## src/rtl/vend_ctrl_if.sv

```systemverilog
// -----------------------------------------------------------------------------
// vend_ctrl_if
// Bundle between the coin/keypad front end and the vending transaction
// controller.
//   master modport (front end): drives coin_valid, coin_value, select_valid,
//                               select_in, cancel; observes controller outputs.
//   slave modport (vend_ctrl):  consumes the strobes; drives item_select,
//                               end_trans, credit, change_valid, change_amount,
//                               coin_reject, insufficient, busy.
// -----------------------------------------------------------------------------
interface vend_ctrl_if;
  logic       coin_valid;     // one-cycle coin strobe
  logic [1:0] coin_value;     // 00=5, 01=10, 10=20, 11=50 units
  logic       select_valid;   // one-cycle item request strobe
  logic [1:0] select_in;      // requested item code
  logic       cancel;         // refund request strobe
  logic [1:0] item_select;    // item code presented to the decoder
  logic       end_trans;      // 1 = decoder outputs forced to zero
  logic [7:0] credit;         // current credit
  logic       change_valid;   // one-cycle change strobe
  logic [7:0] change_amount;  // change value, valid with change_valid
  logic       coin_reject;    // one-cycle pulse, coin refused
  logic       insufficient;   // one-cycle pulse, select refused
  logic       busy;           // high while dispensing or returning change

  modport master (
    output coin_valid, coin_value, select_valid, select_in, cancel,
    input  item_select, end_trans, credit, change_valid, change_amount,
           coin_reject, insufficient, busy
  );

  modport slave (
    input  coin_valid, coin_value, select_valid, select_in, cancel,
    output item_select, end_trans, credit, change_valid, change_amount,
           coin_reject, insufficient, busy
  );
endinterface

```

## src/rtl/vend_ctrl.sv

```systemverilog
// -----------------------------------------------------------------------------
// vend_ctrl
// Vending machine transaction controller. Accumulates coins into an 8-bit
// credit, checks an item request against its price, holds the item decoder
// enabled (end_trans low) for DISP_CYCLES cycles, then returns change.
//
// Ports:
//   clk    - single clock, rising edge
//   rst_n  - asynchronous active-low reset
//   bus    - vend_ctrl_if.slave: coin/select/cancel strobes in; item_select,
//            end_trans, credit, change_valid, change_amount, coin_reject,
//            insufficient, busy out (all registered)
//
// Parameters: PRICE_1..PRICE_4 (item prices for codes 00..11), DISP_CYCLES (>=1)
//
// Optional feature macro: VEND_REFUND_EN
//   defined   - cancel in COLLECT refunds the full credit without dispensing
//   undefined - cancel is ignored; credit is released only by a purchase
// -----------------------------------------------------------------------------
module vend_ctrl #(
  parameter int PRICE_1     = 15,
  parameter int PRICE_2     = 25,
  parameter int PRICE_3     = 40,
  parameter int PRICE_4     = 50,
  parameter int DISP_CYCLES = 4
) (
  input logic        clk,
  input logic        rst_n,
  vend_ctrl_if.slave bus
);

  localparam int               CNT_W     = (DISP_CYCLES < 1) ? 1 : $clog2(DISP_CYCLES + 1);
  localparam logic [CNT_W-1:0] DISP_LAST = CNT_W'(DISP_CYCLES);

  typedef enum logic [1:0] {
    S_IDLE,
    S_COLLECT,
    S_DISPENSE,
    S_CHANGE
  } state_t;

  state_t           state_q;
  logic [7:0]       credit_q;
  logic [7:0]       price_q;
  logic [CNT_W-1:0] cnt_q;
  logic [1:0]       item_q;
  logic             end_trans_q;
  logic             change_valid_q;
  logic [7:0]       change_amount_q;
  logic             coin_reject_q;
  logic             insufficient_q;
  logic             busy_q;

  logic [7:0] coin_units;
  logic [8:0] coin_sum;
  logic       coin_ok;
  logic [7:0] credit_d;   // credit after this cycle's coin (if accepted)
  logic [7:0] sel_price;
  logic       cancel_req;

  always_comb begin
    coin_units = 8'd5;
    case (bus.coin_value)
      2'b00:   coin_units = 8'd5;
      2'b01:   coin_units = 8'd10;
      2'b10:   coin_units = 8'd20;
      default: coin_units = 8'd50;
    endcase
  end

  always_comb begin
    sel_price = 8'(PRICE_1);
    case (bus.select_in)
      2'b00:   sel_price = 8'(PRICE_1);
      2'b01:   sel_price = 8'(PRICE_2);
      2'b10:   sel_price = 8'(PRICE_3);
      default: sel_price = 8'(PRICE_4);
    endcase
  end

  // The 9th sum bit flags a coin that would push credit past 255.
  assign coin_sum = {1'b0, credit_q} + {1'b0, coin_units};
  assign coin_ok  = bus.coin_valid && !coin_sum[8] &&
                    ((state_q == S_IDLE) || (state_q == S_COLLECT));
  assign credit_d = coin_ok ? coin_sum[7:0] : credit_q;

`ifdef VEND_REFUND_EN
  assign cancel_req = bus.cancel;
`else
  assign cancel_req = 1'b0;
`endif

  always_ff @(posedge clk or negedge rst_n) begin
    if (!rst_n) begin
      state_q         <= S_IDLE;
      credit_q        <= 8'd0;
      price_q         <= 8'd0;
      cnt_q           <= '0;
      item_q          <= 2'b00;
      end_trans_q     <= 1'b1;
      change_valid_q  <= 1'b0;
      change_amount_q <= 8'd0;
      coin_reject_q   <= 1'b0;
      insufficient_q  <= 1'b0;
      busy_q          <= 1'b0;
    end else begin
      // Any coin not accepted this cycle (overflow or wrong state) is refused.
      coin_reject_q  <= bus.coin_valid && !coin_ok;
      insufficient_q <= 1'b0;
      change_valid_q <= 1'b0;

      case (state_q)
        S_IDLE: begin
          credit_q <= credit_d;
          if (coin_ok) state_q <= S_COLLECT;
        end

        S_COLLECT: begin
          if (cancel_req) begin
            // Refund includes a coin accepted in the same cycle.
            state_q         <= S_CHANGE;
            change_valid_q  <= 1'b1;
            change_amount_q <= credit_d;
            credit_q        <= 8'd0;
            busy_q          <= 1'b1;
          end else if (bus.select_valid && (credit_q >= sel_price)) begin
            // Price check uses the pre-coin credit, but a same-cycle coin
            // still lands in credit and therefore in the change.
            state_q  <= S_DISPENSE;
            item_q   <= bus.select_in;
            price_q  <= sel_price;
            cnt_q    <= '0;
            busy_q   <= 1'b1;
            credit_q <= credit_d;
          end else begin
            credit_q       <= credit_d;
            insufficient_q <= bus.select_valid;
          end
        end

        S_DISPENSE: begin
          // First DISPENSE cycle drops end_trans; after DISP_CYCLES low
          // cycles the change cycle raises it again.
          if (cnt_q == DISP_LAST) begin
            state_q         <= S_CHANGE;
            end_trans_q     <= 1'b1;
            change_valid_q  <= 1'b1;
            change_amount_q <= credit_q - price_q;
            credit_q        <= 8'd0;
          end else begin
            end_trans_q <= 1'b0;
            cnt_q       <= cnt_q + 1'b1;
          end
        end

        S_CHANGE: begin
          state_q <= S_IDLE;
          busy_q  <= 1'b0;
        end

        default: state_q <= S_IDLE;
      endcase
    end
  end

  assign bus.item_select   = item_q;
  assign bus.end_trans     = end_trans_q;
  assign bus.credit        = credit_q;
  assign bus.change_valid  = change_valid_q;
  assign bus.change_amount = change_amount_q;
  assign bus.coin_reject   = coin_reject_q;
  assign bus.insufficient  = insufficient_q;
  assign bus.busy          = busy_q;

endmodule

```

## src/flat_wrapper.sv

```systemverilog
// flat-port wrapper written by rule: the top's interface ports become plain ports
module vend_ctrl_flat 
#(
  parameter int PRICE_1     = 15,
  parameter int PRICE_2     = 25,
  parameter int PRICE_3     = 40,
  parameter int PRICE_4     = 50,
  parameter int DISP_CYCLES = 4
)
  (clk, rst_n, bus_coin_valid, bus_coin_value, bus_select_valid, bus_select_in, bus_cancel, bus_item_select, bus_end_trans, bus_credit, bus_change_valid, bus_change_amount, bus_coin_reject, bus_insufficient, bus_busy);
  vend_ctrl_if bus_i ();
  input logic clk;
  input logic rst_n;
  input wire logic [$bits(bus_i.coin_valid)-1:0] bus_coin_valid;
  input wire logic [$bits(bus_i.coin_value)-1:0] bus_coin_value;
  input wire logic [$bits(bus_i.select_valid)-1:0] bus_select_valid;
  input wire logic [$bits(bus_i.select_in)-1:0] bus_select_in;
  input wire logic [$bits(bus_i.cancel)-1:0] bus_cancel;
  output wire logic [$bits(bus_i.item_select)-1:0] bus_item_select;
  output wire logic [$bits(bus_i.end_trans)-1:0] bus_end_trans;
  output wire logic [$bits(bus_i.credit)-1:0] bus_credit;
  output wire logic [$bits(bus_i.change_valid)-1:0] bus_change_valid;
  output wire logic [$bits(bus_i.change_amount)-1:0] bus_change_amount;
  output wire logic [$bits(bus_i.coin_reject)-1:0] bus_coin_reject;
  output wire logic [$bits(bus_i.insufficient)-1:0] bus_insufficient;
  output wire logic [$bits(bus_i.busy)-1:0] bus_busy;
  assign bus_i.coin_valid = bus_coin_valid;
  assign bus_i.coin_value = bus_coin_value;
  assign bus_i.select_valid = bus_select_valid;
  assign bus_i.select_in = bus_select_in;
  assign bus_i.cancel = bus_cancel;
  assign bus_item_select = bus_i.item_select;
  assign bus_end_trans = bus_i.end_trans;
  assign bus_credit = bus_i.credit;
  assign bus_change_valid = bus_i.change_valid;
  assign bus_change_amount = bus_i.change_amount;
  assign bus_coin_reject = bus_i.coin_reject;
  assign bus_insufficient = bus_i.insufficient;
  assign bus_busy = bus_i.busy;
  vend_ctrl #(.PRICE_1(PRICE_1), .PRICE_2(PRICE_2), .PRICE_3(PRICE_3), .PRICE_4(PRICE_4), .DISP_CYCLES(DISP_CYCLES)) u_core (.clk(clk), .rst_n(rst_n), .bus(bus_i));
endmodule
```

## config.mk

```make
export PLATFORM = sky130hd
export DESIGN_NAME = vend_ctrl_flat
export DESIGN_NICKNAME = d
export VERILOG_FILES = /design/src/rtl/vend_ctrl_if.sv /design/src/rtl/vend_ctrl.sv /design/src/flat_wrapper.sv
export SDC_FILE = /design/constraint.sdc
export NUM_CORES = 1
export LEC_CHECK = 0
export ABC_AREA = 1
export CORE_UTILIZATION = 45
export DETAILED_ROUTE_END_ITERATION = 8
export GPL_TIMING_DRIVEN = 0
export PLACE_DENSITY = 0.68
export SLEW_MARGIN = 15
export SYNTH_ARGS = -nofsm -noshare
export SYNTH_HDL_FRONTEND = slang
export SYNTH_SLANG_ARGS = --single-unit
```

## constraint.sdc

```tcl
create_clock -name clk -period 2.25 [get_ports clk]
set_clock_uncertainty 0.2 [all_clocks]
set_input_delay 0.45 -clock clk [delete_from_list [all_inputs] [get_ports clk]]
set_output_delay 0.45 -clock clk [all_outputs]
set_load 0.005 [all_outputs]
```

==> flow_summary.ini <==
[setup_path]
start_kind = register
required_ns = 2.22
worst-path-max-fanout = 4
arrival_ns = 2.11
cp-end-kind = register
path_class = register to register

[timing]
maxSlewViolCount = 0
relSlewSlack_pct = 69.6
final-hold-violation-count = 0
fin_ws_ns = 0.110
tightest_slew_ns = 0.455
setup-tns-final_ns = 0
post-route-min-period_ns = 2.14
fmaxAchievable_mhz = 467
setup_viol = 0
whs_ns = 0.263
period_share_pct = 95.1

[synth]
synth_area_leaders = dfrtp_1 (35%), ha_1 (15%), nand2_1 (11%)
ys_seq_elements = 34
ys_seq_area_share_pct = 36.2
netlist_top_cells_count = nand2_1 (72), inv_1 (38), dfrtp_1 (33)
synth_cell_types = 33
synth_top_area_share_pct = 35.1
synthFlopType = dfrtp_1
postSynthCellCount = 284
synth.avg_cell_area_sq_um = 8.28
yosysTopAreaCell = dfrtp_1
synthArstFlopShare_pct = 100
synth_edf_count = 0
yosysMostFrequentCell = nand2_1
syn_area_sq_um = 2350
yosys_warnings = 0
syn_nets = 324

[die]
rows = 25
start_util_pct = 48.2
core_area_sq_um = 4880
ioPinCount = 32
die_y_microns = 74.3
dieWidth_microns = 74.3
dieArea_sq_um = 5520

[place]
io_buffers = 30
hpwl_mm = 3.73
postPlaceCellArea_sq_um = 2760
place_congestion = 0.857
pre_cts_ws_ns = -0.746

[clock_network]
ctsRootBufferMaster = clkbuf_8
path_clk_slew_ns = 0.07
clock_sinks = 34
clk_path_buf_depth = 2
numCtsBuffers = 5
tritoncts = yes
htree_levels = 2
insertion_delay_ns = 0.29

[routing]
first_pass_iters = 5
drt-initial-drc-count = 75
wl_per_cell_microns = 12.3
final_antenna_net_count = 0
route.detailed.drc = 0
drt-total-wl_mm = 4.89
via_count = 1934
viasPerCell = 4.85

[power]
seqPwrFrac_pct = 26.6
pwr-share-comb_pct = 59.4
peakVddDrop_uv = 664
switching_share_pct = 44.0
switching_power_uw = 1770
p_leak_uw = 0.00152
power_density_nw_per_um2 = 1370
p_clk_share_pct = 14.0
p_int_uw = 2260

[global_route]
grt_pass1_wl_mm = 8.14
top_usage_layer = met2
antenna_found_initial = 0
track_usage_pct = 19.7
grt_start_max_net_pins = 19
grt_util_met3_pct = 4.47
first_global_vias = 1790
use_met2_pct = 32.5
grt_util_met1_pct = 25.5
grt_overflow = 0

[final_layout]
final_core_util_pct = 60.5
postLayoutCellArea_sq_um = 2950
final_layout_size_suffix_gt1_share_pct = 19.9
syn_to_final_growth_pct = 25.4
antennaDiodeCount = 0
layout.nets = 371

[hold_path]
holdCritPathClass = input pin to register

[status]
outcome = finished, final reports clean

[job]
maxCapViolations = 0
## registers in the layout, summed over array words and instances (netlist names), 2 cells and up
| signal | cells |
|---|---|
| u_core.price_q | 6 |
| u_core.bus.credit | 8 |
| u_core.state_q | 2 |
| u_core.bus.change_amount | 8 |
| u_core.cnt_q | 3 |
| u_core.bus.item_select | 2 |
## logic make-up (layout without fill, tap and decap cells)
kind of cell,Yosys count,in the layout,synth area share [%]
and+or+nand+nor,121,121,23.7
buffers and inverters,47,95,7.87
AOI/OAI and AO/OA,42,42,11.7
DFF,34,34,36.2
adders and majority gates,31,31,17.1
xor gates and xnor gates,9,9,3.35
## power groups by stage
stage / clock network, uW / registers [uW] / logic, uW
2_1_floorplan: 0 / 1030 / 1640
3_3_place_gp: 0 / 1080 / 2210
3_5_place_dp: 0 / 1080 / 2270
4_1_cts: 579 / 1070 / 2310
5_1_grt: 606 / 1110 / 2700
6_report: 564 / 1070 / 2390
## layer usage
| metal | share of wire (%) | vias to the layer above |
|---|---|---|
| met2 | 49 | 34 |
| li1 | - | 994 |
| met5 | 0 | - |
| met1 | 46 | 897 |
| met4 | 1.7 | 0 |
| met3 | 3.3 | 9 |
## stage by stage
step                std cells  total power, uW
floorplan                 284             2680
global placement          381             3280
detailed placement        382             3350
CTS                       394             3960
global route              399             4410
finish                    399             4030
## area by class of cell
class	count	area [sq um]
fillers	454	1930
clock buffers	7	76.3
flip-flops and latches	34	852
clock inverters	1	30.0
repair buffers	40	373
well taps	67	83.8
multi-input cells	203	1350
plain buffers	3	20.0
inverters	44	165
## worst paths after layout
kind / start / to / slack, ns / depth (start not counted)
min reg2reg: u_core.bus.change_amount[6] / u_core.bus.change_amount[6] / 0.28 / 2
max in group asynchronous: rst_n / u_core.bus.end_trans / 0.89 / 3
min: bus_select_in[1] / u_core.bus.item_select[1] / 0.26 / 3
max reg2reg: u_core.bus.credit[0] / u_core.bus.credit[3] / 0.11 / 10
min in group asynchronous: rst_n / u_core.bus.change_amount[5] / 0.44 / 2
max: u_core.bus.credit[0] / u_core.bus.credit[3] / 0.11 / 10
## cell usage in the layout, fill, tap and decap left out, types with 3 or more instances in the layout
cell	Yosys	final
a21oi_1	10	8
buf_2	1	4
buf_4	0	8
clkbuf_1	1	3
clkbuf_8	0	5
clkdlybuf4s50_1	0	25
dfrtp_1	33	33
ha_1	29	27
inv_1	38	35
inv_2	6	9
nand2_1	72	71
nand2_2	10	11
nand3_1	13	13
nand4_1	3	3
nor2_1	14	13
o21ai_0	9	9
o21ai_1	8	8
o21ai_2	7	6
xnor2_1	5	5
xor2_1	4	4
## repair_timing
| item | 4_1_cts | 5_1_grt |
|---|---|---|
| endpoints found under the setup margin | 23 | 22 |
| hold buffers | 1 | 0 |
| gates resized for setup | 11 | 15 |
| hold endpoints to repair | 17 | 0 |
| setup buffers | 3 | 5 |
| pin swaps | 2 | 5 |
## critical path, stage by stage (launching register included)
cell and delay [ns]:
dfrtp_1 0.42, ha_2 0.20, inv_1 0.06, fa_2 0.37, o21ai_2 0.18, nand2_1 0.08
nand2_2 0.10, o21ai_4 0.08, nand3_2 0.12, buf_4 0.13, o21ai_0 0.07
(Power assumes the default switching activity.)
